## src/rtl/vga_timing_ctrl_pkg.sv

```systemverilog
// -----------------------------------------------------------------------------
// vga_pkg
// Shared definitions for the VGA timing controller: default 640x480@60
// raster timing, derived totals, FSM state type, coordinate type and a small
// window-decode helper used for sync generation.
// -----------------------------------------------------------------------------
package vga_pkg;

  // Default horizontal timing (pixel clocks)
  localparam int DEF_H_ACTIVE = 640;
  localparam int DEF_H_FP     = 16;
  localparam int DEF_H_SYNC   = 96;
  localparam int DEF_H_BP     = 48;

  // Default vertical timing (lines)
  localparam int DEF_V_ACTIVE = 480;
  localparam int DEF_V_FP     = 10;
  localparam int DEF_V_SYNC   = 2;
  localparam int DEF_V_BP     = 33;

  localparam int DEF_H_TOTAL = DEF_H_ACTIVE + DEF_H_FP + DEF_H_SYNC + DEF_H_BP;
  localparam int DEF_V_TOTAL = DEF_V_ACTIVE + DEF_V_FP + DEF_V_SYNC + DEF_V_BP;

  typedef enum logic [0:0] {
    IDLE = 1'b0,
    RUN  = 1'b1
  } vga_state_t;

  // Both totals must fit in 10 bits (<= 1024)
  typedef logic [9:0] coord_t;

  // True when lo <= v < hi
  function automatic logic in_window(coord_t v, coord_t lo, coord_t hi);
    return (v >= lo) && (v < hi);
  endfunction

endpackage

```

## src/rtl/vga_timing_ctrl_if.sv

```systemverilog
// -----------------------------------------------------------------------------
// vga_timing_ctrl_if
// Bundles the run request and raster outputs of the timing controller.
//   master : timing controller side (drives coordinates, strobes, sync/blank)
//   slave  : consumer side (pixel generators / mixer / DAC, drives enable)
// Signals: enable, x, y, frame_start, line_start, active, hsync_n, vsync_n,
//          blank_n.
// -----------------------------------------------------------------------------
interface vga_timing_ctrl_if;

  logic           enable;
  vga_pkg::coord_t x;
  vga_pkg::coord_t y;
  logic           frame_start;
  logic           line_start;
  logic           active;
  logic           hsync_n;
  logic           vsync_n;
  logic           blank_n;

  modport master (
    input  enable,
    output x, y, frame_start, line_start, active, hsync_n, vsync_n, blank_n
  );

  modport slave (
    output enable,
    input  x, y, frame_start, line_start, active, hsync_n, vsync_n, blank_n
  );

endinterface

```

## src/rtl/vga_timing_ctrl_sync_delay.sv

```systemverilog
// -----------------------------------------------------------------------------
// sync_delay
// WIDTH x DEPTH register pipe with synchronous active-low reset to RST_VAL.
// DEPTH = 0 degenerates to a wire.
//   clk     : clock
//   reset_n : synchronous active-low reset (all stages load RST_VAL)
//   din     : pipe input
//   dout    : input delayed by DEPTH cycles
// -----------------------------------------------------------------------------
module sync_delay #(
  parameter int               WIDTH   = 3,
  parameter int               DEPTH   = 2,
  parameter logic [WIDTH-1:0] RST_VAL = '0
) (
  input  logic             clk,
  input  logic             reset_n,
  input  logic [WIDTH-1:0] din,
  output logic [WIDTH-1:0] dout
);

  generate
    if (DEPTH == 0) begin : g_pass
      // Clock and reset are intentionally unused in the pass-through build
      logic unused_ok;
      assign unused_ok = &{1'b0, clk, reset_n};
      assign dout      = din;
    end else begin : g_pipe
      logic [WIDTH-1:0] pipe_q [DEPTH];
      logic [WIDTH-1:0] pipe_d [DEPTH];

      // Next pipe contents: each stage takes its predecessor
      always_comb begin
        pipe_d[0] = din;
        for (int i = 1; i < DEPTH; i++) begin
          pipe_d[i] = pipe_q[i-1];
        end
      end

      // Pipe registers, flushed to the inactive value on reset
      always_ff @(posedge clk) begin
        if (!reset_n) begin
          for (int i = 0; i < DEPTH; i++) begin
            pipe_q[i] <= RST_VAL;
          end
        end else begin
          for (int i = 0; i < DEPTH; i++) begin
            pipe_q[i] <= pipe_d[i];
          end
        end
      end

      assign dout = pipe_q[DEPTH-1];
    end
  endgenerate

endmodule

```

## src/rtl/vga_timing_ctrl.sv

```systemverilog
// -----------------------------------------------------------------------------
// vga_timing_ctrl
// Raster sequencer for the pixel output path. Runs whole frames while enable
// is high (enable is only looked at in IDLE and on the last pixel of a frame),
// publishes fetch coordinates and start strobes, and delays the
// active/hsync/vsync decode by PIX_LAT cycles so it lines up with colour data.
//   clk     : pixel clock
//   reset_n : synchronous active-low reset
//   bus     : vga_timing_ctrl_if.master (enable in; x, y, frame_start,
//             line_start, active, hsync_n, vsync_n, blank_n out)
// -----------------------------------------------------------------------------
module vga_timing_ctrl
  import vga_pkg::*;
#(
  parameter int H_ACTIVE = DEF_H_ACTIVE,
  parameter int H_FP     = DEF_H_FP,
  parameter int H_SYNC   = DEF_H_SYNC,
  parameter int H_BP     = DEF_H_BP,
  parameter int V_ACTIVE = DEF_V_ACTIVE,
  parameter int V_FP     = DEF_V_FP,
  parameter int V_SYNC   = DEF_V_SYNC,
  parameter int V_BP     = DEF_V_BP,
  parameter int PIX_LAT  = 2
) (
  input  logic               clk,
  input  logic               reset_n,
  vga_timing_ctrl_if.master  bus
);

  localparam int     H_TOTAL = H_ACTIVE + H_FP + H_SYNC + H_BP;
  localparam int     V_TOTAL = V_ACTIVE + V_FP + V_SYNC + V_BP;
  localparam coord_t H_LAST  = coord_t'(H_TOTAL - 1);
  localparam coord_t V_LAST  = coord_t'(V_TOTAL - 1);
  localparam coord_t H_ACT_C = coord_t'(H_ACTIVE);
  localparam coord_t V_ACT_C = coord_t'(V_ACTIVE);
  localparam coord_t HS_LO   = coord_t'(H_ACTIVE + H_FP);
  localparam coord_t HS_HI   = coord_t'(H_ACTIVE + H_FP + H_SYNC);
  localparam coord_t VS_LO   = coord_t'(V_ACTIVE + V_FP);
  localparam coord_t VS_HI   = coord_t'(V_ACTIVE + V_FP + V_SYNC);

  vga_state_t state_q, state_d;
  coord_t     h_q, h_d;
  coord_t     v_q, v_d;
  logic       fs_q, fs_d;
  logic       ls_q, ls_d;
  logic [2:0] decode_s;   // {active, hsync_n, vsync_n} before the delay pipe
  logic [2:0] delayed_s;

  // Next-state, counter advance and start-strobe generation
  always_comb begin
    state_d = state_q;
    h_d     = h_q;
    v_d     = v_q;
    fs_d    = 1'b0;
    ls_d    = 1'b0;
    case (state_q)
      IDLE: begin
        h_d = 10'd0;
        v_d = 10'd0;
        if (bus.enable) begin
          state_d = RUN;
          fs_d    = 1'b1;
          ls_d    = 1'b1;
        end else begin
          state_d = IDLE;
        end
      end
      RUN: begin
        if (h_q == H_LAST) begin
          h_d = 10'd0;
          if (v_q == V_LAST) begin
            // Frame boundary: the only point where enable is honoured in RUN
            v_d = 10'd0;
            if (bus.enable) begin
              state_d = RUN;
              fs_d    = 1'b1;
              ls_d    = 1'b1;
            end else begin
              state_d = IDLE;
            end
          end else begin
            v_d  = v_q + 10'd1;
            ls_d = (v_d < V_ACT_C);
          end
        end else begin
          h_d = h_q + 10'd1;
        end
      end
      default: begin
        state_d = IDLE;
        h_d     = 10'd0;
        v_d     = 10'd0;
      end
    endcase
  end

  // State, counter and strobe registers
  always_ff @(posedge clk) begin
    if (!reset_n) begin
      state_q <= IDLE;
      h_q     <= 10'd0;
      v_q     <= 10'd0;
      fs_q    <= 1'b0;
      ls_q    <= 1'b0;
    end else begin
      state_q <= state_d;
      h_q     <= h_d;
      v_q     <= v_d;
      fs_q    <= fs_d;
      ls_q    <= ls_d;
    end
  end

  // Raster decode; IDLE feeds the pipe the inactive pattern
  always_comb begin
    decode_s = 3'b011;
    if (state_q == RUN) begin
      decode_s[2] = (h_q < H_ACT_C) && (v_q < V_ACT_C);
      decode_s[1] = !in_window(h_q, HS_LO, HS_HI);
      decode_s[0] = !in_window(v_q, VS_LO, VS_HI);
    end else begin
      decode_s = 3'b011;
    end
  end

  sync_delay #(
    .WIDTH   (3),
    .DEPTH   (PIX_LAT),
    .RST_VAL (3'b011)
  ) u_sync_delay (
    .clk     (clk),
    .reset_n (reset_n),
    .din     (decode_s),
    .dout    (delayed_s)
  );

  assign bus.x           = h_q;
  assign bus.y           = v_q;
  assign bus.frame_start = fs_q;
  assign bus.line_start  = ls_q;
  assign bus.active      = delayed_s[2];
  assign bus.hsync_n     = delayed_s[1];
  assign bus.vsync_n     = delayed_s[0];
  assign bus.blank_n     = delayed_s[2];

endmodule

```

## src/flat_wrapper.sv

```systemverilog
// flat-port wrapper written by rule: the top's interface ports become plain ports
module vga_timing_ctrl_flat import vga_pkg::*;
#(
  parameter int H_ACTIVE = DEF_H_ACTIVE,
  parameter int H_FP     = DEF_H_FP,
  parameter int H_SYNC   = DEF_H_SYNC,
  parameter int H_BP     = DEF_H_BP,
  parameter int V_ACTIVE = DEF_V_ACTIVE,
  parameter int V_FP     = DEF_V_FP,
  parameter int V_SYNC   = DEF_V_SYNC,
  parameter int V_BP     = DEF_V_BP,
  parameter int PIX_LAT  = 2
)
  (clk, reset_n, bus_enable, bus_x, bus_y, bus_frame_start, bus_line_start, bus_active, bus_hsync_n, bus_vsync_n, bus_blank_n);
  vga_timing_ctrl_if bus_i ();
  input  logic clk;
  input  logic reset_n;
  input wire logic [$bits(bus_i.enable)-1:0] bus_enable;
  output wire logic [$bits(bus_i.x)-1:0] bus_x;
  output wire logic [$bits(bus_i.y)-1:0] bus_y;
  output wire logic [$bits(bus_i.frame_start)-1:0] bus_frame_start;
  output wire logic [$bits(bus_i.line_start)-1:0] bus_line_start;
  output wire logic [$bits(bus_i.active)-1:0] bus_active;
  output wire logic [$bits(bus_i.hsync_n)-1:0] bus_hsync_n;
  output wire logic [$bits(bus_i.vsync_n)-1:0] bus_vsync_n;
  output wire logic [$bits(bus_i.blank_n)-1:0] bus_blank_n;
  assign bus_i.enable = bus_enable;
  assign bus_x = bus_i.x;
  assign bus_y = bus_i.y;
  assign bus_frame_start = bus_i.frame_start;
  assign bus_line_start = bus_i.line_start;
  assign bus_active = bus_i.active;
  assign bus_hsync_n = bus_i.hsync_n;
  assign bus_vsync_n = bus_i.vsync_n;
  assign bus_blank_n = bus_i.blank_n;
  vga_timing_ctrl #(.H_ACTIVE(H_ACTIVE), .H_FP(H_FP), .H_SYNC(H_SYNC), .H_BP(H_BP), .V_ACTIVE(V_ACTIVE), .V_FP(V_FP), .V_SYNC(V_SYNC), .V_BP(V_BP), .PIX_LAT(PIX_LAT)) u_core (.clk(clk), .reset_n(reset_n), .bus(bus_i));
endmodule
```

## config.mk

```make
export PLATFORM = sky130hd
export DESIGN_NAME = vga_timing_ctrl_flat
export DESIGN_NICKNAME = d
export VERILOG_FILES = /design/src/rtl/vga_timing_ctrl_pkg.sv /design/src/rtl/vga_timing_ctrl_if.sv /design/src/rtl/vga_timing_ctrl_sync_delay.sv /design/src/rtl/vga_timing_ctrl.sv /design/src/flat_wrapper.sv
export SDC_FILE = /design/constraint.sdc
export NUM_CORES = 1
export LEC_CHECK = 0
export BUFFER_PORTS_ARGS = -buffer_cell sky130_fd_sc_hd__buf_2
export CORE_MARGIN = 5
export CORE_UTILIZATION = 56
export DETAILED_ROUTE_END_ITERATION = 10
export PLACE_DENSITY_LB_ADDON = 0.1
export SLEW_MARGIN = 20
export SYNTH_ARGS = -nofsm -noshare
export SYNTH_HDL_FRONTEND = slang
export SYNTH_SLANG_ARGS = --single-unit
```

## constraint.sdc

```tcl
create_clock -name clk -period 5.3 [get_ports clk]
set_input_delay 0.795 -clock clk [delete_from_list [all_inputs] [get_ports clk]]
set_output_delay 0.795 -clock clk [all_outputs]
set_load 0.1 [all_outputs]
```

After elaboration in Yosys (flattened, before gate mapping)
Memory sizes are Yosys's and may differ from the RTL's.
Cells that the tools add are included.
{"block": "word_totals", "register_bits": 23, "mem_count": 1, "out_inout_bits": 26, "ramBits": 6, "in_bits": 3, "wordCells": 46}
{"name": "u_core.u_sync_delay.g_pipe.pipe_q", "words": 2, "width": 3, "read_ports": 2, "rd_ports_with_merged_regs": 0, "wr": 2, "line": "vga_timing_ctrl_sync_delay.sv:28", "text": "logic [WIDTH-1:0] pipe_q [DEPTH];"}
{"block": "op_classes", "n_mux": 20, "bitwise": 3, "eq_ne": 3, "n_lt_le_gt_ge": 7, "n_reduce_logical": 5, "add_sub_neg": 2}
{"operator": "$pmux W10 S2", "n": 2}
{"operator": "$lt A10 B9 Y1 const B", "n": 3}
{"operator": "$mux W10", "n": 3}
{"operator": "$add A10 B1 Y10 const B", "n": 2}
{"operator": "$eq A10 B10 Y1 const B", "n": 2}
{"operator": "$lt A10 B10 Y1 const B", "n": 2}
{"operator": "$ge A10 B10 Y1 const B", "n": 1}
{"operator": "$ge A10 B9 Y1 const B", "n": 1}
{"operator": "$mux W1", "n": 9}
{"operator": "$mux W3", "n": 3}
{"operator": "$pmux W1 S2", "n": 3}
{"operator": "$logic_and A1 B1 Y1", "n": 3}
{"operator": "$logic_not A1 Y1", "n": 2}
{"operator": "$ne A2 B2 Y1 const B", "n": 1}
{"operator": "$or A1 B1 Y1", "n": 2}
{"operator": "$not A1 Y1", "n": 1}

Depth between registers and ports, before layout
Gate-level depths: netlist of run 1.
{"block": "depth", "ltp_word": 5, "depth_mapped": 8, "ltp_nobuf": 7}

Hierarchy
From an unflattened synthesis of run 1, not the netlist that was laid out.
{"block": "hier_totals", "cells_unflattened": 157, "area_unflattened_um2": 1352.5}
{"mod": "vga_timing_ctrl", "instances": 1, "seq_area_each_um2": 460.4, "area_each_um2": 1194.9, "cells_each": 145}
{"mod": "sync_delay", "instances": 1, "seq_area_each_um2": 120.1, "area_each_um2": 157.7, "cells_each": 12}

Worst setup path after synthesis of run 1
No wires, ideal clock.
{"block": "synth_path", "kind": "register to register", "startpoint": "register u_core.h_q[0], in the netlist u_core.bus.x[0]", "endpoint": "register u_core.v_q[7], in the netlist u_core.bus.y[7]", "required_time_ns": 5.222, "slack_ns": 2.708, "synth_period_minus_slack_ns": 2.592, "path_buffers": 2, "arrival_ns": 2.514, "setup_time_ns": 0.078, "stages_incl_launch_ff": 9, "cell_sequence": "dfxtp_1 -> ha_1 -> and3_1 -> clkbuf_1 -> nand4b_2 -> nor3_2 -> buf_6 -> a21oi_1 -> a31oi_1"}
{"block": "synth_via", "elab_chain_cells": 2}
{"element": "start: declaration", "line": "vga_timing_ctrl.sv:42", "text": "coord_t h_q, h_d;"}
{"element": "start signal: assignment", "line": "vga_timing_ctrl.sv:101", "text": "h_q <= 10'd0;"}
{"element": "start signal: assignment", "line": "vga_timing_ctrl.sv:107", "text": "h_q <= h_d;"}
{"element": "$eq A10 B10 Y1", "line": "vga_timing_ctrl.sv:69", "text": "if (h_q == H_LAST) begin"}
{"element": "$ne A2 B2 Y1 (no line)"}
{"element": "end signal: assignment", "line": "vga_timing_ctrl.sv:108", "text": "v_q <= v_d;"}
{"element": "end: declaration", "line": "vga_timing_ctrl.sv:43", "text": "coord_t v_q, v_d;"}
No other way between the ends.
A chain may end at the register's enable or synchronous reset.

Final worst setup path of run 1
Same ends and word-level chain as after synthesis.

==> flow_summary.yaml, run 1 <==
logic_synthesis:
  synth-seq-cells: 29
  synth_warnings: 0
  syn_avg_cell_area_um2: 8.96
  synthAdderAreaFrac_pct: 3.80
  ys.flop_type: "dfxtp_1"
  seq_area_frac_synth_pct: 44.1
  yosysMostFrequentCell: "dfxtp_1"
  muxShareOfSynthArea_pct: 0
  synth_nets: 154
  synth_edf_count: 0
  synth_commonest_cells: "dfxtp_1, nor2_1, nand2_1"
  synth_top_family_by_area: "simple AND/OR/NAND/NOR gates"
  ys_top_cells_by_area: "dfxtp_1, nor2_1, xnor2_1"
  syn_inst: 147
  synthSimpleGateAreaFrac_pct: 30.0
  synth_area_leader_cell: "dfxtp_1"
  synth_compound_area_share_pct: 8.93
  async_flop_share_pct: 0
  synth.distinct_cells: 33
  syn_area_um2: 1320
  synth_top_area_share_pct: 44.1
  synth_xor_area_share_pct: 8.64
sta:
  post-route-period-util_pct: 42.0
  slew_viol_final: 0
  setup_violations: 0
  max_freq_mhz: 450
  finalCriticalPeriod_ps: 2220
  final.setup.tns_ps: 0
  rsz0062_at_grt: "no"
  holdWs_ps: 417
  skew_ps: 8.94
  worst_slack_ps: 3080
  max_slew.worst_pin.slew_ps: 651
  finalHoldViolCount: 0
  maxSlewHeadroom_pct: 56.3
pwr:
  power_frac_seq_pct: 58.8
  p_leak_uw: 0.000646
  p_sw_uw: 104
  vdd_ir_drop_max_mv: 0.159
  p_clk_share_pct: 33.6
  power_density_nw_per_um2: 252
  p_total_uw: 380
  sw_frac_of_total_pct: 27.4
  intPower_uw: 276
  combPwrFrac_pct: 7.5
clocking:
  cts_resized: 0
  post_cts_buffers: 0
  cts_sinks: 29
  htree_levels: 2
  cts_hold_buf: 0
  cts_tree: "yes"
  cts_root_buf: "clkbuf_4"
  clk_path_buf_depth: 2
  clk_pin_slew_ps: 90
  insertion_delay_ps: 340
  cts-buffers-inserted: 5
setup_path:
  critPathMaxFanout: 12
  cp.arrival_ps: 2500
  cp.required_ps: 5580
  worst_setup_path_start_kind: "flop"
  crit_type: "flop to flop"
  endpoint_kind: "flop"
run_status:
  outcome: "finished clean"
detailed_routing:
  wire_per_inst_um: 13.1
  drt_iter0_drc: 22
  via_count: 1112
  drt_wl_total_um: 2700
  ant_nets: 0
  drt_pass1_iterations: 4
  vias_per_cell: 5.40
  drc: 0
cells_and_area:
  drive_gt1_share_pct: 21.9
  diodes: 0
  synthToLayoutAreaGrowth_pct: 14.3
  seq_area_um2: 581
  num-fill-cells: 207
  post-route-cell-area_um2: 1510
  fin_nets: 184
  multi_input_area_um2: 677
floorplan:
  pin_count: 29
  die_area_um2: 3420
  core_region_area_um2: 2230
  die_w_um: 58.5
  die_h_um: 58.5
  fp-row-count: 17
  start_util_pct: 59.0
placement:
  portBuffers: 28
  hpwl_um: 1930
  place_ws_ps: 3120
  placedInstanceArea_um2: 1460
  gp_congestion: 0.799
global_routing:
  gr-total-overflow: 0
  antenna_found_initial: 0
  first_global_vias: 992
  grt_pass1_wl_um: 4440
  track_usage_pct: 17.3
  grt_max_degree: 13
hold_path:
  hold_path.class: "flop to flop"
run:
  drv_cap: 0
-- cells in the final DEF (no fill, tap or decap), types with 2 or more instances in the layout --
cell type  count
nand3_1       10
nand2_1       11
nor2_1        21
ha_1           4
nand2b_1       4
clkinv_2       2
xnor2_1        8
o21ai_0        3
buf_2         28
clkbuf_4       5
dfxtp_1       29
and2_1         3
and3_1         8
a21oi_1        7
a221o_1        2
nor3_1         2
nand4_1        3
a31oi_1        3
xor2_1         5
inv_1          6
-- path summary, 6_finish.rpt --
check	from	end	slack (ps)	cells past startpoint
worst min register to register	u_core.u_sync_delay.g_pipe.pipe_q[0][1]	u_core.u_sync_delay.g_pipe.pipe_q[0][4]	420	1
worst max-delay path	u_core.bus.x[0]	u_core.bus.y[7]	3080	6
worst max register to register	u_core.bus.x[0]	u_core.bus.y[7]	3080	6
worst min-delay path	u_core.u_sync_delay.g_pipe.pipe_q[0][1]	u_core.u_sync_delay.g_pipe.pipe_q[0][4]	420	1
-- critical path, stage by stage, from the launching register on --
cell and delay, ps:
dfxtp_1 430, ha_1 210, and3_1 270, nand4b_2 270
nor3_2 620, o21ai_0 180, a31oi_1 190
-- per-layer routing --
metal	track usage, %	up-vias	wire length [um]
met2	23.6	24	1180
met3	6.58	7	152
met5	0	-	0
met4	8.94	0	57
met1	23.4	513	1310
li1	-	568	-
-- cells by family (layout without fill, tap and decap cells) --
kind of cell    Yosys count  in the layout
simple gates             71             71
flops                    29             29
compound gates           19             19
xor+xnor                 13             13
buf+inv                  11             42
fa+ha+maj                 4              4
-- through the flow --
step / instances / utilization [%]
6_report: 206 / 67.5
2_1_floorplan: 147 / -
3_5_place_dp: 198 / 65.2
4_1_cts: 206 / 67.5
3_3_place_gp: 198 / 65.2
5_1_grt: 206 / 67.5
-- final cells by class --
type                    instances  share of cell area [%]
clock buffers                   6                    2.74
clock inverters                 2                   0.664
inverters                       6                    1.50
multi-input cells             107                    44.9
flip-flops and latches         29                    38.5
well taps                      28                    2.33
repair buffers                 28                    9.30
-- registers in the layout, summed over array words and instances (netlist names) --
name	flops
u_core.state_q	1
u_core.bus.x	10
u_core.bus.line_start	1
u_core.bus.frame_start	1
u_core.bus.y	10
u_core.u_sync_delay.g_pipe.pipe_q	6
-- power by group through the flow --
stage                     combinational, uW  sequential [uW]  clock, uW
after floorplan                        9.07              242          0
after global placement                 28.6              228          0
after detailed placement               28.8              229          0
after CTS                              28.8              224        131
after global routing                   30.1              224        144
final                                  28.6              224        128
No activity file was read; power rests on OpenSTA's default activity.
==> inputs of run 2 (changes only) <==
Settings changed: CORE_UTILIZATION 56 to 47.
Clock period 5.3 ns to 1.8 ns, I/O delays scaled along.
==> flow_summary.yaml, run 2 (synthesis gave the netlist of run 1 again) <==
run_status:
  outcome: "finished with violations"
  violations: "setup timing"
cells_and_area:
  drive_gt1_share_pct: 44.3
  fin_nets: 200
  final_common_cell: "buf_2"
  diodes: 0
  final_cell_mix: "buf_2, nor2_1, buf_4"
  synthToLayoutAreaGrowth_pct: 34.1
  fin_util_pct: 65.2
detailed_routing:
  wl_met1_um: 1400
  drt_iter0_drc: 83
  drc: 0
  wire_per_inst_um: 14.0
  vias_per_cell: 5.25
  wl_met3_um: 201
  wl_met2_um: 1500
  top_layer_used: "met4"
  drt_wl_total_um: 3140
  via_count: 1182
  drt_pass1_iterations: 4
  ant_nets: 0
clocking:
  cts_sinks: 29
  htree_levels: 2
  clk_path_buf_depth: 2
  cts-buffers-inserted: 5
  clk_pin_slew_ps: 90
  cts_tree: "yes"
  cts_root_buf: "clkbuf_4"
  insertion_delay_ps: 320
setup_path:
  cp.arrival_ps: 2080
  cp_top_family: "simple AND/OR/NAND/NOR gates"
  crit_type: "flop to flop"
  cpPeakStageDelay_ps: 470
  critPathMaxFanout: 5
  cp.required_ps: 2010
  crit_buf_inv: 1
  reg2reg_from: "u_core.bus.y[0]"
  crit_chain: "inv_4 > ha_4 > or4b_4 > nor4_4 > nor3_4 > and3_1 > a221o_1"
  slowest_stage: "or4b_4"
  worst_setup_path_start_kind: "flop"
  cp-startpoint: "u_core.bus.y[0]"
  endpoint_kind: "flop"
hold_path:
  hp-start: "reset_n"
  hold_path.class: "input port to flop"
floorplan:
  die_area_um2: 3960
  pin_count: 29
  core_region_area_um2: 2710
  die_w_um: 62.9
  start_util_pct: 48.6
  fp-row-count: 19
  die_h_um: 62.9
global_routing:
  track_usage_pct: 16.6
  grt_pass1_wl_um: 5240
  gr-total-overflow: 0
  first_global_vias: 1128
  grt_max_degree: 11
  antenna_found_initial: 0
sta:
  rsz0062_at_grt: "yes"
  worst_slack_ps: -67.8
  post-route-period-util_pct: 104
  maxSlewHeadroom_pct: 67.6
  skew_ps: 8.23
  finalCriticalPeriod_ps: 1870
  max_slew.worst_pin.slew_ps: 489
  max_freq_mhz: 535
  setup_violations: 2
  slew_viol_final: 0
  holdWs_ps: 182
  finalHoldViolCount: 0
pwr:
  vdd_ir_drop_max_mv: 0.506
  p_leak_uw: 0.000775
  power_density_nw_per_um2: 627
run:
  drv_cap: 0
placement:
  portBuffers: 28
  gp_congestion: 0.856
  hpwl_um: 2240
==> run 2: worst paths after layout <==
check / to / slack (ps) / cells after the start
setup / recovery: u_core.bus.y[6] / -70 / 7
hold / removal: u_core.u_sync_delay.g_pipe.pipe_q[0][3] / 180 / 2
setup reg to reg: u_core.bus.y[6] / -70 / 7
hold reg to reg: u_core.u_sync_delay.g_pipe.pipe_q[0][4] / 410 / 1
==> run 2: per-stage QoR <==
stage | setup TNS [ps] | setup WS (ps) | cells | power [uW] | instance area [um2]
after detailed placement | -52.3 | -20.1 | 216 | 754 | 1620
after global routing | -563 | -158 | 225 | 1160 | 1770
final | -128 | -67.8 | 225 | 1110 | 1770
after global placement | 0 | 35.9 | 216 | 753 | 1620
after floorplan | -665 | -131 | 147 | 732 | 1370
after CTS | -69.2 | -32.3 | 224 | 1120 | 1690
==> run 2: timing repair <==
action,CTS,global route
hold buffers,0,0
pin swaps,1,3
gates resized for setup,4,18
endpoints found under the setup margin,4,12
cloned,0,0
buffers inserted,0,1
==> run 2: power by group <==
| part | internal, uW | switching (uW) | leakage, uW |
|---|---|---|---|
| sequential | 641 | 7.56 | 0.000247 |
| combinational | 18.4 | 76.6 | 0.000502 |
| clock | 155 | 209 | 0.0000265 |
==> run 2: routing by layer <==
layer / GRT usage [%] / vias up
li1: - / 602
met4: 7.96 / 0
met1: 21.3 / 542
met3: 4.86 / 5
met5: 0 / -
met2: 25.3 / 33
==> run 2: area by class of cell <==
type	instances	area, um2
clock buffers	8	48.8
fillers	245	943
multi-input cells	107	764
repair buffers	44	264
well taps	31	38.8
inverters	6	27.5
flip-flops and latches	29	623
